<file path="config.mk">
export PLATFORM = sky130hd
export DESIGN_NAME = config_regfile_flat
export DESIGN_NICKNAME = d
export VERILOG_FILES = /design/src/rtl/config_regfile_pkg.sv /design/src/rtl/config_regfile_if.sv /design/src/rtl/config_irq_ctrl.sv /design/src/rtl/config_regfile.sv /design/src/flat_wrapper.sv
export SDC_FILE = /design/constraint.sdc
export NUM_CORES = 1
export LEC_CHECK = 0
export CAP_MARGIN = 10
export CORE_MARGIN = 2
export CORE_UTILIZATION = 47
export DETAILED_ROUTE_END_ITERATION = 12
export PLACE_DENSITY_LB_ADDON = 0.12
export SYNTH_ARGS = -nofsm -noshare
export SYNTH_HDL_FRONTEND = slang
export SYNTH_SLANG_ARGS = --single-unit
export TNS_END_PERCENT = 30
</file>
<file path="constraint.sdc">
create_clock -name clk -period 1.8 [get_ports clk]
set_input_delay 0.36 -clock clk [delete_from_list [all_inputs] [get_ports clk]]
set_output_delay 0.36 -clock clk [all_outputs]
set_load 0.02 [all_outputs]
</file>
<file path="src/rtl/config_regfile_pkg.sv">
// config_regfile_pkg: register-map word indices and default ID shared by the register file
package config_regfile_pkg;
   localparam logic [31:0] ID_DEFAULT   = 32'hC0F1_0001;
   localparam int          W_ID         = 0;
   localparam int          W_SCRATCH    = 1;
   localparam int          W_IRQ_STATUS = 2;
   localparam int          W_IRQ_ENABLE = 3;
   localparam int          W_CTRL       = 4;
   localparam int          W_STAT       = 12;
endpackage

</file>
<file path="src/rtl/config_regfile_if.sv">
// config_regfile_if: read/write bus of the config register file
// master drives rd/raddr/wr/waddr/wdata/wstrb and receives rdata/rvalid; slave is the register file
interface config_regfile_if #(
   parameter int ADDR_WIDTH = 32,
   parameter int DATA_WIDTH = 32,
   parameter int STRB_WIDTH = DATA_WIDTH / 8
);
   logic                  rd;
   logic [ADDR_WIDTH-1:0] raddr;
   logic [DATA_WIDTH-1:0] rdata;
   logic                  rvalid;
   logic                  wr;
   logic [ADDR_WIDTH-1:0] waddr;
   logic [DATA_WIDTH-1:0] wdata;
   logic [STRB_WIDTH-1:0] wstrb;
   modport master (output rd, raddr, wr, waddr, wdata, wstrb, input rdata, rvalid);
   modport slave  (input rd, raddr, wr, waddr, wdata, wstrb, output rdata, rvalid);
endinterface

</file>
<file path="src/rtl/config_irq_ctrl.sv">
// config_irq_ctrl: W1C interrupt status, interrupt enable and registered irq level
// ports: clk, rst_n, irq_src (event pulses), we_status/we_enable (decoded writes), wdata, bmask (per-bit lane mask), status, enable, irq
module config_irq_ctrl #(
   parameter int DATA_WIDTH = 32
) (
   input  logic                  clk,
   input  logic                  rst_n,
   input  logic [DATA_WIDTH-1:0] irq_src,
   input  logic                  we_status,
   input  logic                  we_enable,
   input  logic [DATA_WIDTH-1:0] wdata,
   input  logic [DATA_WIDTH-1:0] bmask,
   output logic [DATA_WIDTH-1:0] status,
   output logic [DATA_WIDTH-1:0] enable,
   output logic                  irq
);
   always_ff @(posedge clk or negedge rst_n)
      if (!rst_n) begin
         status <= '0;
         enable <= '0;
         irq    <= 1'b0;
      end else begin
         // OR-ing the new events after the clear makes a same-cycle set win
         status <= (status & ~(we_status ? wdata & bmask : '0)) | irq_src;
         if (we_enable) enable <= (enable & ~bmask) | (wdata & bmask);
         irq <= |(status & enable);
      end
endmodule

</file>
<file path="src/rtl/config_regfile.sv">
// config_regfile: byte-strobed register file with ID, scratch, W1C interrupts, control and status words
// ports: clk, rst_n, bus (read/write port, 1-cycle read latency), ctrl/ctrl_wr (control values and write pulses), stat (status inputs), irq_src/irq
module config_regfile
   import config_regfile_pkg::*;
#(
   parameter int                    ADDR_WIDTH = 32,
   parameter int                    DATA_WIDTH = 32,
   parameter int                    STRB_WIDTH = DATA_WIDTH / 8,
   parameter int                    NUM_CTRL   = 4,
   parameter int                    NUM_STAT   = 4,
   parameter logic [DATA_WIDTH-1:0] ID_VALUE   = DATA_WIDTH'(ID_DEFAULT)
) (
   input  logic                           clk,
   input  logic                           rst_n,
   config_regfile_if.slave                bus,
   output logic [NUM_CTRL*DATA_WIDTH-1:0] ctrl,
   output logic [NUM_CTRL-1:0]            ctrl_wr,
   input  logic [NUM_STAT*DATA_WIDTH-1:0] stat,
   input  logic [DATA_WIDTH-1:0]          irq_src,
   output logic                           irq
);
   localparam int LSB = $clog2(STRB_WIDTH);
   localparam logic [ADDR_WIDTH-1:0] A_ID  = ADDR_WIDTH'(W_ID);
   localparam logic [ADDR_WIDTH-1:0] A_SCR = ADDR_WIDTH'(W_SCRATCH);
   localparam logic [ADDR_WIDTH-1:0] A_IST = ADDR_WIDTH'(W_IRQ_STATUS);
   localparam logic [ADDR_WIDTH-1:0] A_IEN = ADDR_WIDTH'(W_IRQ_ENABLE);
   logic [ADDR_WIDTH-1:0]                ridx, widx;
   logic [DATA_WIDTH-1:0]                bmask, scratch, irq_status, irq_enable, rmux, rdata_q;
   logic [NUM_CTRL-1:0][DATA_WIDTH-1:0]  ctrl_q;
   logic [NUM_STAT-1:0][DATA_WIDTH-1:0]  stat_a;
   logic [NUM_CTRL-1:0]                  we_ctrl;
   logic                                 rvalid_q;
   assign ridx       = bus.raddr >> LSB;
   assign widx       = bus.waddr >> LSB;
   assign stat_a     = stat;
   assign ctrl       = ctrl_q;
   assign bus.rdata  = rdata_q;
   assign bus.rvalid = rvalid_q;
   for (genvar g = 0; g < DATA_WIDTH; g++) begin : g_mask
      assign bmask[g] = bus.wstrb[g/8];
   end
   function automatic logic [DATA_WIDTH-1:0] merge(input logic [DATA_WIDTH-1:0] old, wd, m);
      return (old & ~m) | (wd & m);
   endfunction
   always_comb begin
      we_ctrl = '0;
      for (int i = 0; i < NUM_CTRL; i++) we_ctrl[i] = bus.wr && widx == ADDR_WIDTH'(W_CTRL + i);
   end
   always_comb begin
      rmux = ridx == A_ID  ? ID_VALUE   :
             ridx == A_SCR ? scratch    :
             ridx == A_IST ? irq_status :
             ridx == A_IEN ? irq_enable : '0;
      for (int i = 0; i < NUM_CTRL; i++) if (ridx == ADDR_WIDTH'(W_CTRL + i)) rmux = ctrl_q[i];
      for (int i = 0; i < NUM_STAT; i++) if (ridx == ADDR_WIDTH'(W_STAT + i)) rmux = stat_a[i];
   end
   always_ff @(posedge clk or negedge rst_n)
      if (!rst_n) begin
         scratch  <= '0;
         ctrl_q   <= '0;
         ctrl_wr  <= '0;
         rdata_q  <= '0;
         rvalid_q <= 1'b0;
      end else begin
         rvalid_q <= bus.rd;
         if (bus.rd) rdata_q <= rmux;
         if (bus.wr && widx == A_SCR) scratch <= merge(scratch, bus.wdata, bmask);
         ctrl_wr <= we_ctrl;
         for (int i = 0; i < NUM_CTRL; i++) if (we_ctrl[i]) ctrl_q[i] <= merge(ctrl_q[i], bus.wdata, bmask);
      end
   config_irq_ctrl #(.DATA_WIDTH(DATA_WIDTH)) u_irq (
      .clk       (clk),
      .rst_n     (rst_n),
      .irq_src   (irq_src),
      .we_status (bus.wr && widx == A_IST),
      .we_enable (bus.wr && widx == A_IEN),
      .wdata     (bus.wdata),
      .bmask     (bmask),
      .status    (irq_status),
      .enable    (irq_enable),
      .irq       (irq)
   );
endmodule

</file>
<file path="src/flat_wrapper.sv">
// flat-port wrapper written by rule: the top's interface ports become plain ports
module config_regfile_flat import config_regfile_pkg::*;
#(
   parameter int                    ADDR_WIDTH = 32,
   parameter int                    DATA_WIDTH = 32,
   parameter int                    STRB_WIDTH = DATA_WIDTH / 8,
   parameter int                    NUM_CTRL   = 4,
   parameter int                    NUM_STAT   = 4,
   parameter logic [DATA_WIDTH-1:0] ID_VALUE   = DATA_WIDTH'(ID_DEFAULT)
)
  (clk, rst_n, ctrl, ctrl_wr, stat, irq_src, irq, bus_rd, bus_raddr, bus_wr, bus_waddr, bus_wdata, bus_wstrb, bus_rdata, bus_rvalid);
  config_regfile_if #(.ADDR_WIDTH(ADDR_WIDTH), .DATA_WIDTH(DATA_WIDTH), .STRB_WIDTH(STRB_WIDTH)) bus_i ();
  input  logic clk;
  input  logic rst_n;
  output logic [NUM_CTRL*DATA_WIDTH-1:0] ctrl;
  output logic [NUM_CTRL-1:0] ctrl_wr;
  input  logic [NUM_STAT*DATA_WIDTH-1:0] stat;
  input  logic [DATA_WIDTH-1:0] irq_src;
  output logic irq;
  input wire logic [$bits(bus_i.rd)-1:0] bus_rd;
  input wire logic [$bits(bus_i.raddr)-1:0] bus_raddr;
  input wire logic [$bits(bus_i.wr)-1:0] bus_wr;
  input wire logic [$bits(bus_i.waddr)-1:0] bus_waddr;
  input wire logic [$bits(bus_i.wdata)-1:0] bus_wdata;
  input wire logic [$bits(bus_i.wstrb)-1:0] bus_wstrb;
  output wire logic [$bits(bus_i.rdata)-1:0] bus_rdata;
  output wire logic [$bits(bus_i.rvalid)-1:0] bus_rvalid;
  assign bus_i.rd = bus_rd;
  assign bus_i.raddr = bus_raddr;
  assign bus_i.wr = bus_wr;
  assign bus_i.waddr = bus_waddr;
  assign bus_i.wdata = bus_wdata;
  assign bus_i.wstrb = bus_wstrb;
  assign bus_rdata = bus_i.rdata;
  assign bus_rvalid = bus_i.rvalid;
  config_regfile #(.ADDR_WIDTH(ADDR_WIDTH), .DATA_WIDTH(DATA_WIDTH), .STRB_WIDTH(STRB_WIDTH), .NUM_CTRL(NUM_CTRL), .NUM_STAT(NUM_STAT), .ID_VALUE(ID_VALUE)) u_core (.clk(clk), .rst_n(rst_n), .bus(bus_i), .ctrl(ctrl), .ctrl_wr(ctrl_wr), .stat(stat), .irq_src(irq_src), .irq(irq));
endmodule
</file>
== Word level (Yosys, flattened, before mapping) ==
Index checks and enable logic that the tools add are counted.
Word-level totals
  register bits: 262
  output and inout bits: 166
  word-level logic and storage cells: 69
Operators by class
  eq/ne operators: 18
  multiplexer cells: 13
  bitwise gates (word level): 18
  reductions and logical operators: 9
Operators with widths (count)
  32-bit 2-to-1 mux: 13
  32-bit AND: 9
  30-bit by 3-bit equality test with 1-bit output, second input constant: 8
  32-bit bitwise OR: 7
  30-bit by 2-bit equality test with 1-bit output, second input constant: 4
  30-bit by 4-bit equality test with 1-bit output, second input constant: 4
  32-bit NOT: 2
  30-bit by 1-bit equality test with 1-bit output, second input constant: 2
  32-bit zero test: 1
  32-bit OR reduction: 1
  1-bit logical AND: 7

== Depth between registers and ports, before layout ==
  word-level depth: 13
  mapped depth: 12
  gate-level depth less buffers: 7

== Modules after synthesis ==
Synthesis repeated with hierarchy kept, for this count alone.
Second synthesis, totals
  cell total of the unflattened synthesis: 1254
  area total of the unflattened synthesis: 13741.9 um2
Modules (own cells, without submodules)
  config_regfile: times used 1, cells an instance 1034, area an instance 11044.3 um2
  config_irq_ctrl: times used 1, cells an instance 220, area an instance 2697.6 um2

== Worst setup path after synthesis ==
OpenSTA, ideal clock, no wires.
  path type: input -> register
  start point: input bus_raddr[7]
  end point: register u_core.rdata_q[8], in the netlist u_core.bus.rdata[8]
  setup time: 127 ps
  arrival time: 2215 ps
  data required time: 1673 ps
  path slack: -542 ps
  cell stages on the path: 9
  buffers on the path: 2
  cell sequence: or4_1 buf_2 or2_1 buf_6 nor3_4 nand2_2 o221a_1 a222oi_1 o21ai_1
On the way
  cells in the longest elaborated chain, start to end: 13
  elaborated cells on any way between the ends: 24
  those cells by class: 11 x eq/ne; 12 x mux; 1 x reduce/logical
Ends and longest elaborated chain
  from (decl): line flat_wrapper.sv:21  | input wire logic [$bits(bus_i.raddr)-1:0] bus_raddr;
  30-bit by 2-bit equality test with 1-bit output: line config_regfile.sv:53  | ridx == A_IEN ? irq_enable : '0;
  32-bit 2-to-1 mux: line config_regfile.sv:53
  32-bit 2-to-1 mux: line config_regfile.sv:52  | ridx == A_IST ? irq_status :
  32-bit 2-to-1 mux: line config_regfile.sv:51  | ridx == A_SCR ? scratch :
  32-bit 2-to-1 mux: line config_regfile.sv:50  | rmux = ridx == A_ID ? ID_VALUE :
  32-bit 2-to-1 mux (4 in series): line config_regfile.sv:54  | for (int i = 0; i < NUM_CTRL; i++) if (ridx == ADDR_WIDTH'(W_CTRL + i)) rmux = ctrl_q[i];
  32-bit 2-to-1 mux (3 in series): line config_regfile.sv:55  | for (int i = 0; i < NUM_STAT; i++) if (ridx == ADDR_WIDTH'(W_STAT + i)) rmux = stat_a[i];
  32-bit 2-to-1 mux *: line config_regfile.sv:55
  to (signal assigned): line config_regfile.sv:66  | if (bus.rd) rdata_q <= rmux;
  to (decl): line config_regfile.sv:28  | logic [DATA_WIDTH-1:0] bmask, scratch, irq_status, irq_enable, rmux, rdata_q;
Every way passes the cells marked *; elsewhere a longest branch is shown, timed or not.
A chain may end at the register's enable or synchronous reset.

== Final worst setup path ==
  start point: input bus_raddr[6]
  end point: register u_core.rdata_q[5], in the netlist u_core.bus.rdata[5]
The elaborated chain is that of the path after synthesis.

==> impl_metrics.tcl <==
set metrics [dict create \
    status "finished, violations left" \
    violations "negative setup slack" \
    synth_ff_type "dfrtp_1" \
    post_dp_cell_area_um2 20110 \
    die-area_um2 29660 \
    wl_per_cell_um 27.47 \
    synth_edf_count 0 \
    tightest_slew_ns 0.5141 \
    netlist.area_leader.share_pct 49.29 \
    fmax_mhz 490.6 \
    syn_avg_cell_area_um2 11.18 \
    syn2layout_area_growth_pct 65.46 \
    ios 430 \
    drive_above_1_share_pct 38.43 \
    root_buffer "clkbuf_16" \
    final_cells 2268 \
    layout_setup_ws_ns -0.2385 \
    cts.htree.levels 1 \
    final_common_cell "dfrtp_1" \
    synth_area_leader_cell "dfrtp_1" \
    synth.yosys.seq_area_share_pct 49.29 \
    final_cell_area_um2 22010 \
    clk_pin_slew_ns 0.07 \
    nNetsFinal 2132 \
    syn_nets 1454 \
    ant_nets 0 \
    io_buffers 425 \
    globalRouteOverflowTotal 0 \
    whs_ns 0.3302 \
    firstDrtPassIters 6 \
    final_cell_mix "257 x dfrtp_1, 216 x buf_4, 201 x clkdlybuf4s50_1" \
    p_leak_uw 0.01070 \
    die_w_um 172.2 \
    clockBufferDepth 3 \
    maxSlewViolCount 0 \
    drc 0 \
    yosys_warnings 0 \
    path_class "in2reg" \
    viasPerCell 6.196 \
    fin_crit_sh_pct 113.2 \
    hold_viol_final 0 \
    num_vias 14053 \
    synth_area_leaders "dfrtp_1 49%, mux2_2 17%, nand2_1 3.4%" \
    design_power_total_uw 14070 \
    startpoint "bus_raddr[6]" \
    totalWireLength_um 62310 \
    cp_data_required_time_ns 2.28 \
    synthCells 1190 \
    peakVddDrop_v 0.0006832 \
    synth.distinct_cells 61 \
    cts_tree "done" \
    grt_pass1_vias 14169 \
    syn_area_um2 13300 \
    max_cap_viol_count 0 \
    ys_ff_latch 262 \
    fin_crit_ns 2.038 \
    cts_buffers 28 \
    start_util_pct 47.75 \
    cts.sinks 262 \
    die_height_um 172.2 \
    clkLatencyLatePin_ns 0.55 \
    post-dp-hpwl_um 46720 \
    setup_viol 32 \
    rsz0062_at_grt "yes" \
    core_area_um2 27860 \
    rows 61 \
    fillers 1860 \
    async_flop_share_pct 100.0 \
    cp_max_fo 5 \
    grt_pass1_wl_um 89090 \
    maxSlewHeadroom_pct 65.73 \
    drt_iter0_markers 1535 \
    endpoint_kind "flip-flop" \
    track_usage_pct 41.06 \
    power-per-cell-area_nw_per_um2 639.3 \
    post-place-ws_ns -1.287 \
    cp-start-kind "input pin" \
    antenna_found_initial 1 \
    hold_class "in2async" \
    place.gp.congestion 0.9983 \
    cp.arrival_ns 2.52 \
    fin_skew_ns 0.01764 \
    dp_cells 2165 \
    grt_max_degree 46 \
]
power by group:
part	leakage, uW	switching [uW]	internal (uW)
Sequential	0.00345	25.8	5920
Clock	0.000493	2470	3960
Combinational	0.00675	857	835
worst paths after layout:
kind	slack [ns]	endpoint	cells after the start
max in group asynchronous	0.74	asynchronous set/reset pin	3
min in group clk	0.36	u_core.ctrl_wr[1]	5
hold / removal	0.33	u_core.bus.rdata[0]	2
setup / recovery	-0.24	u_core.bus.rdata[5]	12
setup reg to reg	0	u_core.u_irq.irq	5
hold reg to reg	0.50	u_core.bus.rdata[17]	1
repair_timing:
action | CTS | global route
gates cloned | 3 | 2
hold endpoints to repair | 35 | 0
setup buffers | 30 | 23
pin swaps | 77 | 51
gates resized for setup | 403 | 114
hold buffers | 1 | 0
endpoints found under the setup margin | 423 | 207
cell families (layout without fill, tap and decap cells):
kind of cell,Yosys count,after routing,synth area share (%)
AND/OR/NAND/NOR,312,313,12.45
other,0,1,0
buffers and inverters,74,772,2.474
flip-flops,262,262,49.29
AO/OA/AOI/OAI,325,325,17.50
multiplexers,217,217,18.28
routing by layer:
| metal | wire (um) | vias to the layer above | part of all wire, % | GRT usage, % |
|---|---|---|---|---|
| met3 | 6692 | 209 | 11 | 10.48 |
| li1 | - | 5894 | - | - |
| met1 | 23180 | 6989 | 37 | 51.36 |
| met2 | 29210 | 961 | 47 | 66.86 |
| met5 | 0 | - | 0 | 0 |
| met4 | 3228 | 0 | 5.2 | 19.40 |
synth_stat cells (28+ instances only):
cell type / number
a21o_1: 37
a21oi_1: 33
a22oi_1: 31
clkbuf_1: 40
dfrtp_1: 262
mux2_2: 198
nand2_1: 120
nand2b_1: 28
nand3_1: 31
nor2_1: 45
o211ai_1: 31
o21ai_0: 54
cell type report:
class	instances	area, um^2	area share (%)
inverters	8	30.03	0.1364
repair buffers	713	6688	30.38
clock buffers	38	799.5	3.632
multi-input cells	855	7233	32.86
flip-flops and latches	262	6563	29.81
clock inverters	13	222.7	1.012
well taps	378	473.0	2.149
diodes	1	2.502	0.01137
metrics by stage:
| step | TNS [ns] | utilization (%) |
|---|---|---|
| 3_5_place_dp | -224.41 | 72.19 |
| 5_1_grt | -6.706 | 79.01 |
| 2_1_floorplan | -33.43 | - |
| 4_1_cts | -3.466 | 77.14 |
| 6_report | -4.227 | 79.01 |
| 3_3_place_gp | -216.32 | 72.19 |
critical path: stages:
cell	delay, ns
buf_6	0.10
buf_6	0.11
nor4_4	0.38
nand3_4	0.15
buf_6	0.17
nor4_4	0.14
buf_6	0.16
buf_12	0.10
buf_12	0.10
o211ai_1	0.14
a211oi_2	0.41
a2bb2oi_1	0.21
No activity file was read; power rests on OpenSTA's default activity.
